File: config.mk
export PLATFORM = sky130hd
export DESIGN_NAME = fetch_queue_unit
export DESIGN_NICKNAME = d
export VERILOG_FILES = /design/src/rtl/fetch_queue_unit.sv
export SDC_FILE = /design/constraint.sdc
export NUM_CORES = 1
export LEC_CHECK = 0
export ABC_AREA = 1
export BUFFER_PORTS_ARGS = -buffer_cell sky130_fd_sc_hd__buf_2
export CORE_MARGIN = 1.5
export CORE_UTILIZATION = 55
export CTS_BUF_LIST = sky130_fd_sc_hd__clkbuf_4 sky130_fd_sc_hd__clkbuf_8
export DETAILED_ROUTE_END_ITERATION = 10
export PLACE_DENSITY = 0.76
export SETUP_SLACK_MARGIN = 0.5
export SKIP_CTS_REPAIR_TIMING = 1
export SYNTH_ARGS = -nofsm -noshare
export SYNTH_HDL_FRONTEND = slang
export SYNTH_SLANG_ARGS = --single-unit
File: constraint.sdc
create_clock -name CLK -period 4.8 [get_ports CLK]
set_input_delay 0 -clock CLK [delete_from_list [all_inputs] [get_ports CLK]]
set_output_delay 0 -clock CLK [all_outputs]
set_load 0.01 [all_outputs]
File: src/rtl/fetch_queue_unit.sv
// Instruction-fetch front end: owns the fetch PC, issues one request at a time and buffers
// {instr, pc, pc+4} in a DEPTH-entry FIFO for decode. Optional counters behind FETCH_PERF_EN.
module fetch_queue_unit #(
  parameter int                WORD_W  = 32,
  parameter int                DEPTH   = 4,
  parameter logic [WORD_W-1:0] PC_INIT = {WORD_W{1'b0}}
) (
  input  logic                       CLK,
  input  logic                       nRST,
  input  logic                       ihit,
  input  logic [WORD_W-1:0]          imemload,
  output logic                       imemREN,
  output logic [WORD_W-1:0]          imemaddr,
  input  logic                       redirect,
  input  logic [WORD_W-1:0]          redirect_pc,
  input  logic                       halt,
  output logic                       out_valid,
  input  logic                       out_ready,
  output logic [WORD_W-1:0]          out_instr,
  output logic [WORD_W-1:0]          out_pc,
  output logic [WORD_W-1:0]          out_npc,
  output logic [$clog2(DEPTH):0]     count
`ifdef FETCH_PERF_EN
  ,
  output logic [WORD_W-1:0]          perf_fetched,
  output logic [WORD_W-1:0]          perf_flushed
`endif
);

  localparam int AW = $clog2(DEPTH);
  localparam int CW = AW + 1;

  typedef enum logic [1:0] {
    RUN    = 2'd0,
    FULL   = 2'd1,
    HALTED = 2'd2
  } state_t;

  state_t            r_state;
  state_t            w_state_nxt;
  logic [WORD_W-1:0] r_pc;
  logic [AW-1:0]     r_rd_ptr;
  logic [AW-1:0]     r_wr_ptr;
  logic [CW-1:0]     r_count;
  logic [WORD_W-1:0] r_instr_q [DEPTH];
  logic [WORD_W-1:0] r_pc_q    [DEPTH];
  logic [WORD_W-1:0] r_npc_q   [DEPTH];

  logic              w_push;
  logic              w_pop;
  logic [WORD_W-1:0] w_pc_plus4;

  // Request strobe decodes registered state only, so a same-cycle pop never re-enables it
  assign imemREN    = (r_state == RUN);
  assign imemaddr   = r_pc;
  assign w_pc_plus4 = r_pc + WORD_W'(4);
  assign w_push     = ihit & imemREN & ~redirect;
  assign out_valid  = (r_count != {CW{1'b0}});
  assign w_pop      = out_valid & out_ready & ~redirect;
  assign count      = r_count;
  assign out_instr  = r_instr_q[r_rd_ptr];
  assign out_pc     = r_pc_q[r_rd_ptr];
  assign out_npc    = r_npc_q[r_rd_ptr];

  // Next-state: redirect dominates, HALTED is terminal, FULL tracks count == DEPTH
  always_comb begin
    w_state_nxt = r_state;
    case (r_state)
      RUN: begin
        if (redirect) begin
          w_state_nxt = halt ? HALTED : RUN;
        end else if (halt) begin
          w_state_nxt = HALTED;
        end else if (w_push && !w_pop && (r_count == CW'(DEPTH - 1))) begin
          w_state_nxt = FULL;
        end else begin
          w_state_nxt = RUN;
        end
      end
      FULL: begin
        if (redirect) begin
          w_state_nxt = halt ? HALTED : RUN;
        end else if (halt) begin
          w_state_nxt = HALTED;
        end else if (w_pop) begin
          w_state_nxt = RUN;
        end else begin
          w_state_nxt = FULL;
        end
      end
      HALTED: begin
        w_state_nxt = HALTED;
      end
      default: begin
        w_state_nxt = RUN;
      end
    endcase
  end

  // State, fetch PC, pointers and occupancy
  always_ff @(posedge CLK or negedge nRST) begin
    if (!nRST) begin
      r_state  <= RUN;
      r_pc     <= PC_INIT;
      r_rd_ptr <= {AW{1'b0}};
      r_wr_ptr <= {AW{1'b0}};
      r_count  <= {CW{1'b0}};
    end else begin
      r_state <= w_state_nxt;
      if (redirect) begin
        r_pc     <= redirect_pc;
        r_rd_ptr <= r_wr_ptr;
        r_count  <= {CW{1'b0}};
      end else begin
        if (w_push) begin
          r_pc     <= w_pc_plus4;
          r_wr_ptr <= r_wr_ptr + AW'(1);
        end
        if (w_pop) begin
          r_rd_ptr <= r_rd_ptr + AW'(1);
        end
        case ({w_push, w_pop})
          2'b10:   r_count <= r_count + CW'(1);
          2'b01:   r_count <= r_count - CW'(1);
          default: r_count <= r_count;
        endcase
      end
    end
  end

  // FIFO storage, cleared on reset so the head reads zero before the first push
  always_ff @(posedge CLK or negedge nRST) begin
    if (!nRST) begin
      for (int i = 0; i < DEPTH; i++) begin
        r_instr_q[i] <= {WORD_W{1'b0}};
        r_pc_q[i]    <= {WORD_W{1'b0}};
        r_npc_q[i]   <= {WORD_W{1'b0}};
      end
    end else if (w_push) begin
      r_instr_q[r_wr_ptr] <= imemload;
      r_pc_q[r_wr_ptr]    <= r_pc;
      r_npc_q[r_wr_ptr]   <= w_pc_plus4;
    end
  end

`ifdef FETCH_PERF_EN
  logic [WORD_W-1:0] r_perf_fetched;
  logic [WORD_W-1:0] r_perf_flushed;
  logic [WORD_W:0]   w_flush_sum;
  logic              w_drop;

  // A discarded ihit counts as one more lost entry on top of the flushed occupancy
  assign w_drop       = ihit & imemREN & redirect;
  assign w_flush_sum  = {1'b0, r_perf_flushed} + (WORD_W + 1)'(r_count) + (WORD_W + 1)'(w_drop);
  assign perf_fetched = r_perf_fetched;
  assign perf_flushed = r_perf_flushed;

  // Saturating performance counters
  always_ff @(posedge CLK or negedge nRST) begin
    if (!nRST) begin
      r_perf_fetched <= {WORD_W{1'b0}};
      r_perf_flushed <= {WORD_W{1'b0}};
    end else begin
      if (w_push && (r_perf_fetched != {WORD_W{1'b1}})) begin
        r_perf_fetched <= r_perf_fetched + WORD_W'(1);
      end
      if (redirect) begin
        r_perf_flushed <= w_flush_sum[WORD_W] ? {WORD_W{1'b1}} : w_flush_sum[WORD_W-1:0];
      end
    end
  end
`endif

endmodule
==> results of run 1 <==
## sequential cells by signal, summed over array words and instances (netlist names)
signal     cells
r_state        2
imemaddr      32
r_npc_q      122
count          3
r_rd_ptr       2
r_pc_q       126
r_wr_ptr       2
r_instr_q    128
## routing by layer
metal  vias up  share of wire
li1       8212              -
met1      8707           0.42
met2       887           0.46
met3       112          0.091
met4         0          0.027
met5         -              0
## synth_stat cells, types with 16 or more instances
cell and count:
buf_2 55, buf_6 19, clkbuf_1 72, dfrtp_1 417, inv_1 63, nand2_1 1019, nand3_1 25, nor2_1 233
o21ai_0 352, o21ai_1 16, o22ai_1 94
## layout make-up
class	instances	area share
clock buffer	105	0.0580
clock inverter	12	0.00429
inverter	67	0.0113
multi-input combinational	1792	0.345
sequential	417	0.465
tap	455	0.0254
timing repair buffer	305	0.0910
## power groups by stage
stage                     combinational [mW]  clock, mW  sequential, mW
after global placement                  1.11          0            3.76
after floorplan                        0.644          0            3.73
after CTS                               1.13       3.22            3.70
after detailed placement                1.13          0            3.76
after global routing                    1.32       3.38            3.71
final                                   1.20       3.19            3.71
## logic make-up after synthesis
group | Yosys count
AO/OA/AOI/OAI | 476
XOR/XNOR | 13
buffers and inverters | 224
flip-flops | 417
AND/OR/NAND/NOR | 1297
adder cells (fa/ha/maj) | 6
## metrics by stage
step / utilization / hold WS [ps] / cells / setup slack [ps]
6_report: 0.651 / -30.2 / 3153 / 1550
5_1_grt: 0.651 / 2.43 / 3153 / 1370
4_1_cts: 0.627 / -674 / 3071 / 1620
3_5_place_dp: 0.586 / -59.6 / 2954 / 1660
3_3_place_gp: 0.586 / -62.7 / 2954 / 1710
2_1_floorplan: - / -296 / 2433 / 2910
## worst paths after layout
check                         startpoint       endpoint  slack, ps  depth (start not counted)
hold reg to reg            r_instr_q[66]  r_instr_q[66]        470                          2
hold / removal                      ihit   imemaddr[30]        -30                          5
setup / recovery             imemaddr[2]   imemaddr[16]       1550                          8
setup reg to reg             imemaddr[2]   imemaddr[16]       1550                          8
max in group asynchronous           nRST    r_npc_q[40]       3820                          3
min in group asynchronous           nRST     r_pc_q[85]         10                          3
## worst min-delay path, stage by stage
cell and delay [ps]:
buf_2 100, nand2_2 90, nor2_4 160, nand2_1 110, nand2_1 50
==> reports/metrics.yaml, run 1 <==
p_int_mw: 5.80
hold_path_class: "in2reg"
cap_violations: 0
syn2layout_area_growth_pct: 16.6
die_w_um: 190
rsz0062_at_grt: "no"
syn_area_um2: 19200
crit_family: "simple AND/OR/NAND/NOR gates"
status: "finished, violations left"
post-route-cell-area_um2: 22400
swShare: 0.283
slew_viol_final: 0
fin_crit_sh: 0.677
antenna_found_initial: 0
holdWs_ps: -30.2
setup_tns_ps: 0
drt-pass1-iter-count: 6
drt_wl_total_mm: 56.6
final_cell_mix: "nand2_1 (1019), dfrtp_1 (415), o21ai_0 (352)"
top_usage_layer: "met2"
postSynth.asyncResetShare: 1.00
worstMarginPinSlew_ps: 1200
p_per_area_nw_per_um2: 360
syn_nets: 2509
finalClockSkew_ps: 24.7
multi_input_area_um2: 7740
coreArea_um2: 34500
ys_seq_elements: 417
drive_above_1_share: 0.137
synth_cell_types: 31
combPwrFrac: 0.148
ys.warnings.count: 0
avgSynthCellArea_um2: 7.91
hold_viol: 11
drt_iter0_drc: 1748
ys_top_cells_by_area: "dfrtp_1 (54%), nand2_1 (20%), o21ai_0 (9.2%)"
synth_top_family_by_area: "simple AND/OR/NAND/NOR gates"
p_leak_nw: 11.8
port_buffers: 202
dp_hpwl_mm: 33.7
timing.slew.headroom: 0.196
seq_area_frac_synth: 0.542
clock.fmax_mhz: 308
rows: 68
crit_required_ps: 5310
met2_usage: 0.479
io_pins: 203
track_usage: 0.312
num_vias: 17900
crit_path_max_fanout: 13
criticalPathCategory: "reg2reg"
grt_pass1_wl_mm: 89.4
worstPathArrival_ps: 3760
cts_tree: "built"
ir_drop_mv: 0.217
grt_max_degree: 173
initial_core_util: 0.559
cts.clk_slew.worst_paths_ps: 60
worst_path_max_delay_cell: "dfrtp_1"
synthMuxAreaShare: 0
totalPowerFinal_mw: 8.09
clkPwrFrac: 0.394
worstPathBufferInverterCount: 1
synth-simple-area-share: 0.258
die_y_um: 190
layout.cells.most_common: "nand2_1"
crit_path_start_kind: "register"
synthAdderAreaFrac: 0.00429
fill_cells: 2925
end_kind: "register"
synth_top_area_cell: "dfrtp_1"
clkLatencyLatePin_ps: 590
gp_congestion: 0.973
cts_buffer_depth: 3
use_met1: 0.442
p_seq_frac: 0.458
cts_root_buf: "clkbuf_8"
synth_enable_flop_cells: 0
cts_sinks: 417
met3_usage: 0.0577
final-setup-viol-count: 0
syn_inst: 2433
wl_per_cell_um: 17.9
antenna_cells: 0
grt_pass1_vias: 17000
synth_top_area_share: 0.542
min_period_ps: 3250
globalRouteOverflowTotal: 0
fin_nets: 2729
regArea_um2: 10400
ant_nets: 0
power_switching_mw: 2.29
critPathMaxStageDelay_ps: 660
synth-xor-area-share: 0.00748
ctsHtreeMaxLevel: 3
viasPerCell: 5.68
numCtsBuffers: 70
path_cells: "ha_1 > nand3_1 > nor2_1 > nand3_1 > xor2_1 > nand2_1 > nand2_1 > dlygate4sd3_1"
dieArea_um2: 36100
ys.flop_type: "dfrtp_1"
dpl_cell_area_um2: 20200
violations: "hold timing"
synth-compound-area-share: 0.131
route.detailed.drc: 0
Note: power is estimated with default switching activity, not from simulation.
==> inputs of run 2 (changes only) <==
--- a/config.mk
+++ b/config.mk
@@ -5,7 +5,7 @@
 export SDC_FILE = /design/constraint.sdc
 export NUM_CORES = 1
 export LEC_CHECK = 0
-export ABC_AREA = 1
+export ABC_AREA = 0
 export BUFFER_PORTS_ARGS = -buffer_cell sky130_fd_sc_hd__buf_2
 export CORE_MARGIN = 1.5
 export CORE_UTILIZATION = 55
==> constraint.sdc (replaced) <==
create_clock -name CLK -period 3.4 [get_ports CLK]
set_input_delay 0 -clock CLK [delete_from_list [all_inputs] [get_ports CLK]]
set_output_delay 0 -clock CLK [all_outputs]
set_load 0.01 [all_outputs]
==> run 2 against run 1 <==
Die area is 1.7% higher; routed wire length decreased by 3.1%; critical endpoint is now imemaddr[25]; hold slack improved by 32 ps; critical path depth shrank 4; sequential power grew 49%; the flow now finishes without violations; non-clock buffer count is 2 higher; first-iteration DRC count decreased by 23%.
==> reports/metrics.yaml, run 2 <==
yosys-top-cells-count: "nand2_1 (893), dfrtp_1 (417), clkbuf_1 (110), o21ai_0 (98), mux4_2 (94)"
rows: 68  # unchanged
final_cell_mix: "nand2_1 (889), dfrtp_1 (414), buf_2 (201)"
avgSynthCellArea_um2: 9.62  # +22%
synth_cell_types: 49  # +58%
drt_iter0_drc: 1351  # -23%
cap_violations: 0  # unchanged
globalRouteOverflowTotal: 0  # unchanged
num_vias: 16200  # -9.5%
crit_path_start_kind: "register"
syn_area_um2: 19600  # +1.8%
regArea_um2: 10400  # about the same
worstPathArrival_ps: 3230  # -530 ps
totalPowerFinal_mw: 11.6  # +43%
regToRegSetupSlack_ps: 700  # -850 ps
rsz0062_at_grt: "no"
track_usage: 0.300  # -0.0119
syn_nets: 2112  # -16%
drt_wl_total_mm: 54.8  # -3.1%
finalClockSkew_ps: 22.8  # -1.95 ps
dieArea_um2: 36800  # +1.7%
synth_top_area_share: 0.533  # -0.00939
ys_top_cells_by_area: "dfrtp_1 (53%), nand2_1 (17%), mux4_2 (11%)"
regMostFlops: "r_instr_q"
crit_path_max_fanout: 19  # +6
drive_above_1_share: 0.206  # +0.0689
route.detailed.drc: 0  # unchanged
crit_family: "simple AND/OR/NAND/NOR gates"
timing.slew.headroom: 0.399  # +0.203
die_y_um: 192  # +0.86%
coreArea_um2: 34800  # +0.99%
p_leak_nw: 11.7  # -1.2%
fin_nets: 2329  # -15%
grt_pass1_vias: 15700  # -7.3%
cts_tree: "built"
critPathMaxStageDelay_ps: 690  # +30 ps
cts.clk_slew.worst_paths_ps: 60  # about the same
worst_path_max_delay_cell: "or4_1"
fill_cells: 2646  # -9.5%
swShare: 0.271  # -0.0121
worstPathBufferInverterCount: 0  # -1
grt_max_degree: 108  # -38%
initial_core_util: 0.563  # +0.00428
synth_top_area_cell: "dfrtp_1"
power_switching_mw: 3.15  # +37%
clock.fmax_mhz: 370  # +20%
layout.cells.most_common: "nand2_1"
cts_buffer_depth: 3  # unchanged
ys_seq_elements: 417  # unchanged
grt_pass1_wl_mm: 84.9  # -5.0%
cts_sinks: 417  # unchanged
synth_enable_flop_cells: 0  # unchanged
p_int_mw: 8.45  # +46%
die_w_um: 192  # +0.86%
ys.flop_type: "dfrtp_1"
crit_required_ps: 3930  # -1380 ps
drt-pass1-iter-count: 7  # +1
syn_inst: 2036  # -16%
antenna_found_initial: 1  # +1
status: "finished, final reports clean"
final-setup-viol-count: 0  # unchanged
port_buffers: 202  # unchanged
end_kind: "register"
largest_reg_flops: 128  # unchanged
reg2reg_from: "imemaddr[5]"
numCtsBuffers: 72  # +2.9%
hold_viol: 0  # -11
dp_hpwl_mm: 34.0  # +0.89%
slew_viol_final: 0  # unchanged
ys.warnings.count: 0  # unchanged
seq_area_frac_synth: 0.533  # -0.00939
ir_drop_mv: 0.416  # +92%
ant_nets: 0  # unchanged
path_cells: "and4_1 > nand4_1 > or4_1 > a31oi_1"
ctsHtreeMaxLevel: 3  # unchanged
clkLatencyLatePin_ps: 620  # +30 ps
combPwrFrac: 0.124  # -0.024
worstMarginPinSlew_ps: 894  # -310 ps
multi_input_area_um2: 8470  # +9.5%
setup_tns_ps: 0  # unchanged
rr_worst_depth: 4  # -4
timing.rr.end: "imemaddr[25]"
p_seq_frac: 0.478  # +0.020
wl_per_cell_um: 19.9  # +11%
gp_congestion: 0.849  # -13%
criticalPathCategory: "reg2reg"
fin_crit_sh: 0.794  # +0.118
clkPwrFrac: 0.399  # +0.005
synth_most_common_cell: "nand2_1"
cts_root_buf: "clkbuf_8"
hold_path_class: "in2async"
reg_top3: "r_instr_q (128), r_pc_q (126), r_npc_q (122)"
postSynth.asyncResetShare: 1.00  # unchanged
io_pins: 203  # unchanged
viasPerCell: 5.88  # +3.5%
p_per_area_nw_per_um2: 502  # +39%
min_period_ps: 2700  # -548 ps
syn2layout_area_growth_pct: 17.9
## run 2: cell type report
cell class,instances,area share
flip-flops and latches,417,0.452
well taps,455,0.0246
inverters,10,0.00163
diodes,1,0.000108
clock inverters,9,0.00287
multi-input cells,1445,0.367
repair buffers,307,0.0918
clock buffers,113,0.0600
## run 2: power groups by stage
| stage | Sequential, mW | Clock [mW] | Combinational [mW] |
|---|---|---|---|
| 4_1_cts | 5.54 | 4.70 | 1.38 |
| 6_report | 5.54 | 4.62 | 1.43 |
| 3_3_place_gp | 5.61 | 0 | 1.35 |
| 2_1_floorplan | 5.39 | 0 | 0.982 |
| 5_1_grt | 5.58 | 4.91 | 1.57 |
| 3_5_place_dp | 5.62 | 0 | 1.38 |
## run 2: metal layers
layer,part of all wire,up-vias,GRT usage
li1,-,7295,-
met1,0.41,8052,0.410
met2,0.48,749,0.473
met3,0.079,124,0.0594
met4,0.030,0,0.120
met5,0,-,0
## run 2: worst max path at each step
stage	slack, ps	from	cells after the start	to
floorplan	1210	imemaddr[2]	6	imemaddr[20]
global placement	770	imemaddr[2]	5	imemaddr[24]
detailed placement	690	imemaddr[2]	5	imemaddr[24]
CTS	690	imemaddr[2]	5	imemaddr[24]
global route	500	imemaddr[9]	4	imemaddr[25]
finish	700	imemaddr[5]	4	imemaddr[25]
## run 2: cell families (layout without fill, tap and decap cells)
| kind of cell | Yosys count | count (layout) | synth area share |
|---|---|---|---|
| other cells | 0 | 1 | 0 |
| fa+ha+maj | 6 | 6 | 0.00422 |
| flops | 417 | 417 | 0.533 |
| buf+inv | 174 | 439 | 0.0378 |
| compound gates | 180 | 180 | 0.0554 |
| mux | 104 | 104 | 0.113 |
| simple gates | 1125 | 1125 | 0.243 |
| xor+xnor | 30 | 30 | 0.0134 |
## run 2: worst reg2reg max path, stage by stage (launching register included)
cell,delay (ps)
dfrtp_1,650
and4_1,450
nand4_1,610
or4_1,700
a31oi_1,200
## run 2: per-stage QoR
step | util | cells | setup slack [ps] | area [um2] | hold WS (ps)
2_1_floorplan | - | 2036 | 1210 | 19600 | -296
3_3_place_gp | 0.602 | 2565 | 769 | 20900 | 100
3_5_place_dp | 0.602 | 2565 | 691 | 20900 | 107
4_1_cts | 0.644 | 2687 | 687 | 22400 | -560
5_1_grt | 0.664 | 2757 | 502 | 23100 | 85.4
6_report | 0.664 | 2757 | 699 | 23100 | 1.34
